--- src/rtl/override_monitor.sv ---
// Override monitor: flags episodes where obs departs from src, with glitch filter.
// Optional OVR_GLITCH_CNT_EN adds a saturating count of filtered glitches.
module override_monitor #(
  parameter int WIDTH   = 4,
  parameter int CNT_W   = 8,
  parameter int MIN_LEN = 2
) (
  input  logic             clk,
  input  logic             rst_n,
  input  logic             clr,
  input  logic [WIDTH-1:0] src,
  input  logic [WIDTH-1:0] obs,
  output logic             active,
  output logic             start_pulse,
  output logic             end_pulse,
  output logic [WIDTH-1:0] ovr_val,
  output logic [CNT_W-1:0] ovr_len,
`ifdef OVR_GLITCH_CNT_EN
  output logic [CNT_W-1:0] glitch_cnt,
`endif
  output logic [CNT_W-1:0] episode_cnt
);

  typedef enum logic [1:0] {
    IDLE   = 2'd0,
    PEND   = 2'd1,
    ACTIVE = 2'd2
  } state_t;

  localparam logic [CNT_W-1:0] MAX   = '1;
  localparam logic [CNT_W:0]   MIN_L = (CNT_W+1)'(MIN_LEN);

  state_t           state_q, state_d;
  logic [CNT_W-1:0] run_q, run_d;
  logic [CNT_W-1:0] len_q, len_d;
  logic [WIDTH-1:0] cand_q, cand_d;
  logic             active_q, active_d;
  logic             start_q, start_d;
  logic             end_q, end_d;
  logic [WIDTH-1:0] val_q, val_d;
  logic [CNT_W-1:0] olen_q, olen_d;
  logic [CNT_W-1:0] epi_q, epi_d;
`ifdef OVR_GLITCH_CNT_EN
  logic [CNT_W-1:0] gl_q, gl_d;
`endif

  logic m;
  logic pend_done;

  assign m         = (src != obs);
  assign pend_done = (({1'b0, run_q} + (CNT_W+1)'(1)) == MIN_L);

  always_comb begin
    state_d  = state_q;
    run_d    = run_q;
    len_d    = len_q;
    cand_d   = cand_q;
    active_d = active_q;
    start_d  = 1'b0;
    end_d    = 1'b0;
    val_d    = val_q;
    olen_d   = olen_q;
    epi_d    = epi_q;
`ifdef OVR_GLITCH_CNT_EN
    gl_d     = gl_q;
`endif
    if (clr) begin
      state_d  = IDLE;
      run_d    = '0;
      len_d    = '0;
      cand_d   = '0;
      active_d = 1'b0;
      val_d    = '0;
      olen_d   = '0;
      epi_d    = '0;
`ifdef OVR_GLITCH_CNT_EN
      gl_d     = '0;
`endif
    end else begin
      unique case (state_q)
        IDLE: begin
          if (m) begin
            if (MIN_LEN == 1) begin
              state_d  = ACTIVE;
              active_d = 1'b1;
              start_d  = 1'b1;
              val_d    = obs;
              len_d    = CNT_W'(1);
            end else begin
              state_d = PEND;
              run_d   = CNT_W'(1);
              cand_d  = obs;
            end
          end
        end
        PEND: begin
          if (!m) begin
            state_d = IDLE;
`ifdef OVR_GLITCH_CNT_EN
            if (gl_q != MAX) gl_d = gl_q + CNT_W'(1);
`endif
          end else if (pend_done) begin
            state_d  = ACTIVE;
            active_d = 1'b1;
            start_d  = 1'b1;
            val_d    = cand_q;
            len_d    = CNT_W'(MIN_LEN);
          end else begin
            run_d = run_q + CNT_W'(1);
          end
        end
        ACTIVE: begin
          if (m) begin
            if (len_q != MAX) len_d = len_q + CNT_W'(1);
          end else begin
            state_d  = IDLE;
            active_d = 1'b0;
            end_d    = 1'b1;
            olen_d   = len_q;
            if (epi_q != MAX) epi_d = epi_q + CNT_W'(1);
          end
        end
        default: begin
          state_d  = IDLE;
          active_d = 1'b0;
        end
      endcase
    end
  end

  always_ff @(posedge clk or negedge rst_n) begin
    if (!rst_n) begin
      state_q  <= IDLE;
      run_q    <= '0;
      len_q    <= '0;
      cand_q   <= '0;
      active_q <= 1'b0;
      start_q  <= 1'b0;
      end_q    <= 1'b0;
      val_q    <= '0;
      olen_q   <= '0;
      epi_q    <= '0;
`ifdef OVR_GLITCH_CNT_EN
      gl_q     <= '0;
`endif
    end else begin
      state_q  <= state_d;
      run_q    <= run_d;
      len_q    <= len_d;
      cand_q   <= cand_d;
      active_q <= active_d;
      start_q  <= start_d;
      end_q    <= end_d;
      val_q    <= val_d;
      olen_q   <= olen_d;
      epi_q    <= epi_d;
`ifdef OVR_GLITCH_CNT_EN
      gl_q     <= gl_d;
`endif
    end
  end

  assign active      = active_q;
  assign start_pulse = start_q;
  assign end_pulse   = end_q;
  assign ovr_val     = val_q;
  assign ovr_len     = olen_q;
  assign episode_cnt = epi_q;
`ifdef OVR_GLITCH_CNT_EN
  assign glitch_cnt  = gl_q;
`endif

endmodule

--- config.mk ---
export PLATFORM = sky130hd
export DESIGN_NAME = override_monitor
export DESIGN_NICKNAME = d
export VERILOG_FILES = /design/src/rtl/override_monitor.sv
export SDC_FILE = /design/constraint.sdc
export NUM_CORES = 1
export LEC_CHECK = 0
export ABC_AREA = 1
export BUFFER_PORTS_ARGS = -buffer_cell sky130_fd_sc_hd__buf_4
export CORE_ASPECT_RATIO = 1.5
export CORE_MARGIN = 2
export CORE_UTILIZATION = 30
export DETAILED_ROUTE_END_ITERATION = 8
export GPL_TIMING_DRIVEN = 0
export PLACE_DENSITY = 0.57
export SKIP_LAST_GASP = 1
export SLEW_MARGIN = 20
export SYNTH_ARGS = -nofsm -noshare
export SYNTH_HDL_FRONTEND = slang
export SYNTH_SLANG_ARGS = --single-unit
--- constraint.sdc ---
create_clock -name clk -period 2.35 [get_ports clk]
set_clock_uncertainty 0.1 [all_clocks]
set_input_delay 0.1175 -clock clk [delete_from_list [all_inputs] [get_ports clk]]
set_output_delay 0.1175 -clock clk [all_outputs]
set_load 0.05 [all_outputs]
==> flow_summary.yaml, run 1 <==
timing:
  tightestPinTransition_ns: 0.585
  tns_ns: 0
  max_slew_margin: 0.610
  fin_crit_sh: 0.870
  slew_viol_final: 0
  setup_violations: 0
  fin_crit_ns: 2.05
  rsz0062_at_grt: "false"
  hold_violations: 0
  holdWs_ns: 0.00613
  fmax_ghz: 0.489
place:
  place_congestion: 0.793
  dp_cells: 483
  hpwl_um: 4490
  io_buffer_count: 33
clock_network:
  postCtsSetupRepairBufs: 0
  cts_buffers: 5
  worstSkewPairLatency_ns: 0.29
  path_clk_slew_ns: 0.06
  cts.sink_count: 45
  cts_tree: "done"
  root_buffer: "clkbuf_16"
  cts_max_path_buffers: 2
  htree_levels: 2
floorplanning:
  rows: 41
  core_um2: 8410
  dieHeight_um: 118
  die-area_um2: 9450
  ios: 34
  fp.dieW_um: 80.1
  initial_core_util: 0.309
routing:
  vias: 2276
  detail-route-antenna-nets: 0
  wire_per_inst_um: 12.0
  wl_um: 5890
  drt-initial-drc-count: 128
  drc: 0
  vias_per_cell: 4.62
  dr.pass1.iters: 4
job:
  maxCapViolCount: 0
logic_synthesis:
  synthXorXnorAreaFrac: 0.0404
  muxShareOfSynthArea: 0
  synth_warnings: 0
  yosysSeqAreaShare: 0.433
  avgSynthCellArea_um2: 7.59
  netlist_instances: 343
  synthAdderAreaFrac: 0.0192
  synth_compound_area_frac: 0.0769
  synth_area_um2: 2600
  yosysUniqueCellTypes: 29
  synth_nets: 358
  synth_top_family_by_area: "simple AND/OR/NAND/NOR gates"
  synth-simple-area-share: 0.347
  ys_seq_elements: 45
power_and_ir_drop:
  switching_power_mw: 0.861
  power_density_nw_per_um2: 743
  p_seq_frac: 0.405
  internal_power_mw: 1.47
  p_clk_frac: 0.287
  p_leak_nw: 1.59
  swShare: 0.369
  totalPowerFinal_mw: 2.33
  p_comb_frac: 0.308
  irDropWorstVdd_mv: 0.351
finish:
  num_antenna_cells: 0
  final_layout_size_suffix_gt1_frac: 0.197
  fillCellCount: 921
  final_common_cell: "nand2_1"
  area_growth_syn_to_layout_pct: 20.8
  fin_cells: 493
  nets: 400
  final_cell_mix: "108 x nand2_1, 45 x dfrtp_1, 44 x inv_1"
  seqCellArea_um2: 1130
  final_util: 0.374
  multiInputGateArea_um2: 1260
critical_path:
  cpLargestDelayFamily: "simple AND/OR/NAND/NOR gates"
  cpMostUsedCell: "nand2_1"
  setup.worst_path.start_class: "flip-flop"
  crit_path_max_incr_delay_ns: 0.47
  cp_num_buf_inv: 0
  cp.required_ns: 2.42
  worst_ep_arrival_time_ns: 2.12
  crit_fanout: 9
  timing_worst_setup_path_type: "reg -> reg"
  path_cells: "ha_1 > nand2_1 > nor2_2 > nand2_1 > nand2_1 > nand2_1 > nor2_4 > nand3_4 > nand2_4 > nand2_4 > nand2_1 > nand2_1"
  slowest_stage: "dfrtp_1"
  end_kind: "flip-flop"
global_route:
  antenna_found_initial: 0
  grt_usage: 0.137
  grt_pass1_vias: 2260
  grt_overflow_total: 0
  grt_pass1_wl_um: 10300
  grt_max_degree: 46
outcome:
  status: "finished, final reports clean"
min_path:
  worstHoldPathType: "in -> reg"
final timing paths:
kind	from	to	slack (ns)	depth (start not counted)
max	run_q[0]	len_q[7]	0.30	12
min	obs[1]	cand_q[1]	0.006	3
max reg2reg	run_q[0]	len_q[7]	0.30	12
min reg2reg	cand_q[2]	ovr_val[2]	0.38	2
max in group asynchronous	rst_n	len_q[6]	1.47	2
min in group asynchronous	rst_n	start_pulse	0.27	2
power by group through the flow:
stage          sequential (mW)  clock (mW)  combinational, mW
2_1_floorplan             1.02           0              0.461
3_3_place_gp             0.960           0              0.721
3_5_place_dp             0.961           0              0.723
4_1_cts                  0.948       0.691              0.729
5_1_grt                  0.960       0.717              0.814
6_report                 0.946       0.669              0.719
through the flow:
step	cell area [um^2]	worst slack, ns
after floorplan	2600	0.326
after global placement	2980	0.319
after detailed placement	2980	0.325
after CTS	3140	0.293
after global routing	3140	0.111
final	3140	0.305
synthesized netlist by cell type:
master	number	area, um^2
a21oi_1	2	10.0
a22oi_1	1	7.51
buf_4	1	7.51
buf_6	2	22.5
clkbuf_1	1	3.75
dfrtp_1	45	1130
ha_1	4	50.1
inv_1	44	165
inv_2	5	18.8
nand2_1	108	405
nand2_2	3	18.8
nand2_4	3	33.8
nand3_1	34	170
nand3_4	1	17.5
nand3b_1	1	7.51
nand4_1	6	37.5
nor2_1	23	86.3
nor2_2	6	37.5
nor2_4	2	22.5
nor3_1	4	20.0
nor3b_1	2	15.0
o21ai_0	14	70.1
o21ai_1	2	10.0
o21ai_2	7	61.3
o21ai_4	1	16.3
o22ai_1	4	25.0
or2_2	5	31.3
xnor2_1	1	8.76
xor2_1	11	96.3
flip-flops by register name, summed over array words and instances (netlist names), 2 cells and up:
signal       flops
len_q            8
run_q            8
state_q          2
cand_q           4
ovr_val          4
ovr_len          8
episode_cnt      8
what timing repair did:
| action | 4_1_cts | 5_1_grt |
|---|---|---|
| hold buffers | 2 | 0 |
| gates resized for setup | 0 | 0 |
| hold endpoints to repair | 46 | 0 |
worst min-delay path, stage by stage:
cell,delay (ns)
buf_4,0.12
inv_1,0.04
o21ai_0,0.07
routing by layer:
| metal | part of all wire | GRT usage | vias up |
|---|---|---|---|
| li1 | - | - | 1164 |
| met1 | 0.39 | 0.148 | 1086 |
| met2 | 0.57 | 0.255 | 19 |
| met3 | 0.018 | 0.0238 | 7 |
| met4 | 0.015 | 0.0572 | 0 |
| met5 | 0 | 0 | - |
area by class of cell:
cell class | instances | area share
plain buffers | 4 | 0.0107
clock buffers | 6 | 0.0410
clock inverters | 2 | 0.00318
inverters | 49 | 0.0585
multi-input cells | 245 | 0.400
flip-flops and latches | 45 | 0.358
well taps | 107 | 0.0426
repair buffers | 35 | 0.0852
cell families after synthesis:
logic type	after synthesis
compound gates	31
xor+xnor	12
fa+ha+maj	4
buf+inv	53
flops	45
simple gates	198
(Power assumes the default switching activity.)
==> inputs of run 2 (changes only) <==
--- a/config.mk
+++ b/config.mk
@@ -12,7 +12,7 @@
 export CORE_UTILIZATION = 30
 export DETAILED_ROUTE_END_ITERATION = 8
 export GPL_TIMING_DRIVEN = 0
-export PLACE_DENSITY = 0.57
+export MAX_ROUTING_LAYER = met4
 export SKIP_LAST_GASP = 1
 export SLEW_MARGIN = 20
 export SYNTH_ARGS = -nofsm -noshare
==> run 2 against run 1 <==
  * Fmax down 1.6%
  * Combinational power down 0.8%
  * Power up 0.48%
  * Sequential cell count unchanged
  * Clock power up 2%
  * Die area unchanged
  * Highest routed layer unchanged
==> flow_summary.yaml, run 2 (synthesis gave the netlist of run 1 again) <==
outcome:
  status: "finished, final reports clean"
routing:
  wire_per_inst_um: 11.6
  drt-initial-drc-count: 118
  vias: 2259
  dr.pass1.iters: 4
  wl_um: 5710
  vias_per_cell: 4.60
  drc: 0
  detail-route-antenna-nets: 0
global_route:
  grt_overflow_total: 0
  grt_max_degree: 46
  grt_pass1_vias: 2209
  antenna_found_initial: 0
  grt_usage: 0.136
  grt_pass1_wl_um: 10000
timing:
  fmax_ghz: 0.481
  fin_crit_sh: 0.885
  setup_violations: 0
  hold_violations: 0
  holdWs_ns: 0.0103
  slew_viol_final: 0
  fin_crit_ns: 2.08
  tns_ns: 0
  tightestPinTransition_ns: 0.578
  max_slew_margin: 0.615
  rsz0062_at_grt: "false"
power_and_ir_drop:
  irDropWorstVdd_mv: 0.315
  power_density_nw_per_um2: 748
  p_comb_frac: 0.304
  p_seq_frac: 0.404
  switching_power_mw: 0.846
  p_leak_nw: 1.58
  internal_power_mw: 1.50
  p_clk_frac: 0.292
  swShare: 0.361
finish:
  multiInputGateArea_um2: 1260
  final_common_cell: "nand2_1"
  final_cell_mix: "108 x nand2_1, 45 x dfrtp_1, 44 x inv_1"
  fillCellCount: 921
  area_growth_syn_to_layout_pct: 20.5
  nets: 399
  final_layout_size_suffix_gt1_frac: 0.195
  fin_cells: 491
  final_util: 0.373
  seqCellArea_um2: 1130
  num_antenna_cells: 0
critical_path:
  path_cells: "ha_1 > nand2_1 > nor2_2 > nand2_1 > nand2_1 > nand2_1 > nor2_4 > nand3_4 > nand2_4 > nand2_4 > nand2_1 > nand2_1"
  reg2regPathDepth: 12
  cpMostUsedCell: "nand2_1"
  end_kind: "flip-flop"
  crit_fanout: 9
  setup.worst_path.start_class: "flip-flop"
  crit_path_max_incr_delay_ns: 0.48
  cp.required_ns: 2.42
  slowest_stage: "dfrtp_1"
  worst_ep_arrival_time_ns: 2.15
  timing_worst_setup_path_type: "reg -> reg"
place:
  hpwl_um: 4390
  io_buffer_count: 33
  place_congestion: 0.815
  dp_cells: 483
clock_network:
  htree_levels: 2
  path_clk_slew_ns: 0.06
  cts_tree: "done"
  cts.sink_count: 45
  cts_buffers: 5
  cts_max_path_buffers: 2
  root_buffer: "clkbuf_16"
  postCtsSetupRepairBufs: 0
  worstSkewPairLatency_ns: 0.28
floorplanning:
  dieHeight_um: 118
  fp.dieW_um: 80.1
  core_um2: 8410
  initial_core_util: 0.309
  rows: 41
  die-area_um2: 9450
  ios: 34
min_path:
  worstHoldPathType: "in -> reg"
  hold_path_depth: 3
job:
  maxCapViolCount: 0
==> run 2: cell types whose count changed in the layout (fill, tap and decap cells not counted) <==
cell           delta
clkinv_2          -2
dlygate4sd3_1     -1
clkbuf_8          +1
==> run 2: metrics by stage <==
step | worst slack, ns | instance area, um^2 | power, mW
6_report | 0.271 | 3140 | 2.35
5_1_grt | 0.0487 | 3140 | 2.51
4_1_cts | 0.256 | 3140 | 2.38
3_5_place_dp | 0.262 | 2980 | 1.68
3_3_place_gp | 0.277 | 2980 | 1.68
2_1_floorplan | 0.326 | 2600 | 1.48
==> run 2: metal layers <==
metal / wire [um] / vias to the layer above / track usage
met5: 0 / - / -
met4: 104 / 0 / 0.0498
met3: 95 / 6 / 0.0207
met2: 3260 / 18 / 0.253
met1: 2250 / 1072 / 0.140
li1: - / 1163 / -
==> run 2: layout make-up <==
cell class,instances,share of cell area
plain buffers,4,0.0108
clock buffers,7,0.0455
inverters,49,0.0586
multi-input cells,245,0.401
flip-flops and latches,45,0.359
well taps,107,0.0427
repair buffers,34,0.0822
==> run 2: what timing repair did <==
item,4_1_cts,5_1_grt
hold buffers,1,0
gates resized for setup,0,0
endpoints found under the hold margin,45,0
==> run 2: power by group through the flow <==
stage	Clock (mW)	Sequential [mW]	Combinational, mW
after detailed placement	0	0.962	0.719
final	0.685	0.948	0.713
after floorplan	0	1.02	0.461
after global placement	0	0.960	0.717
after global routing	0.737	0.963	0.805
after CTS	0.707	0.948	0.723
==> run 2: critical path, delay by kind of cell, from the launching register on <==
kind	cells	cell delay [ns]
flops	1	0.48
simple gates	11	1.10
fa+ha+maj	1	0.28
==> run 2: path summary, 6_finish.rpt <==
kind	from	endpoint	slack, ns
setup / recovery	run_q[0]	len_q[4]	0.27
hold / removal	obs[1]	cand_q[1]	0.01
setup reg to reg	run_q[0]	len_q[4]	0.27
hold reg to reg	cand_q[3]	ovr_val[3]	0.38
max in group asynchronous	rst_n	episode_cnt[3]	1.47
min in group asynchronous	rst_n	ovr_len[0]	0.27
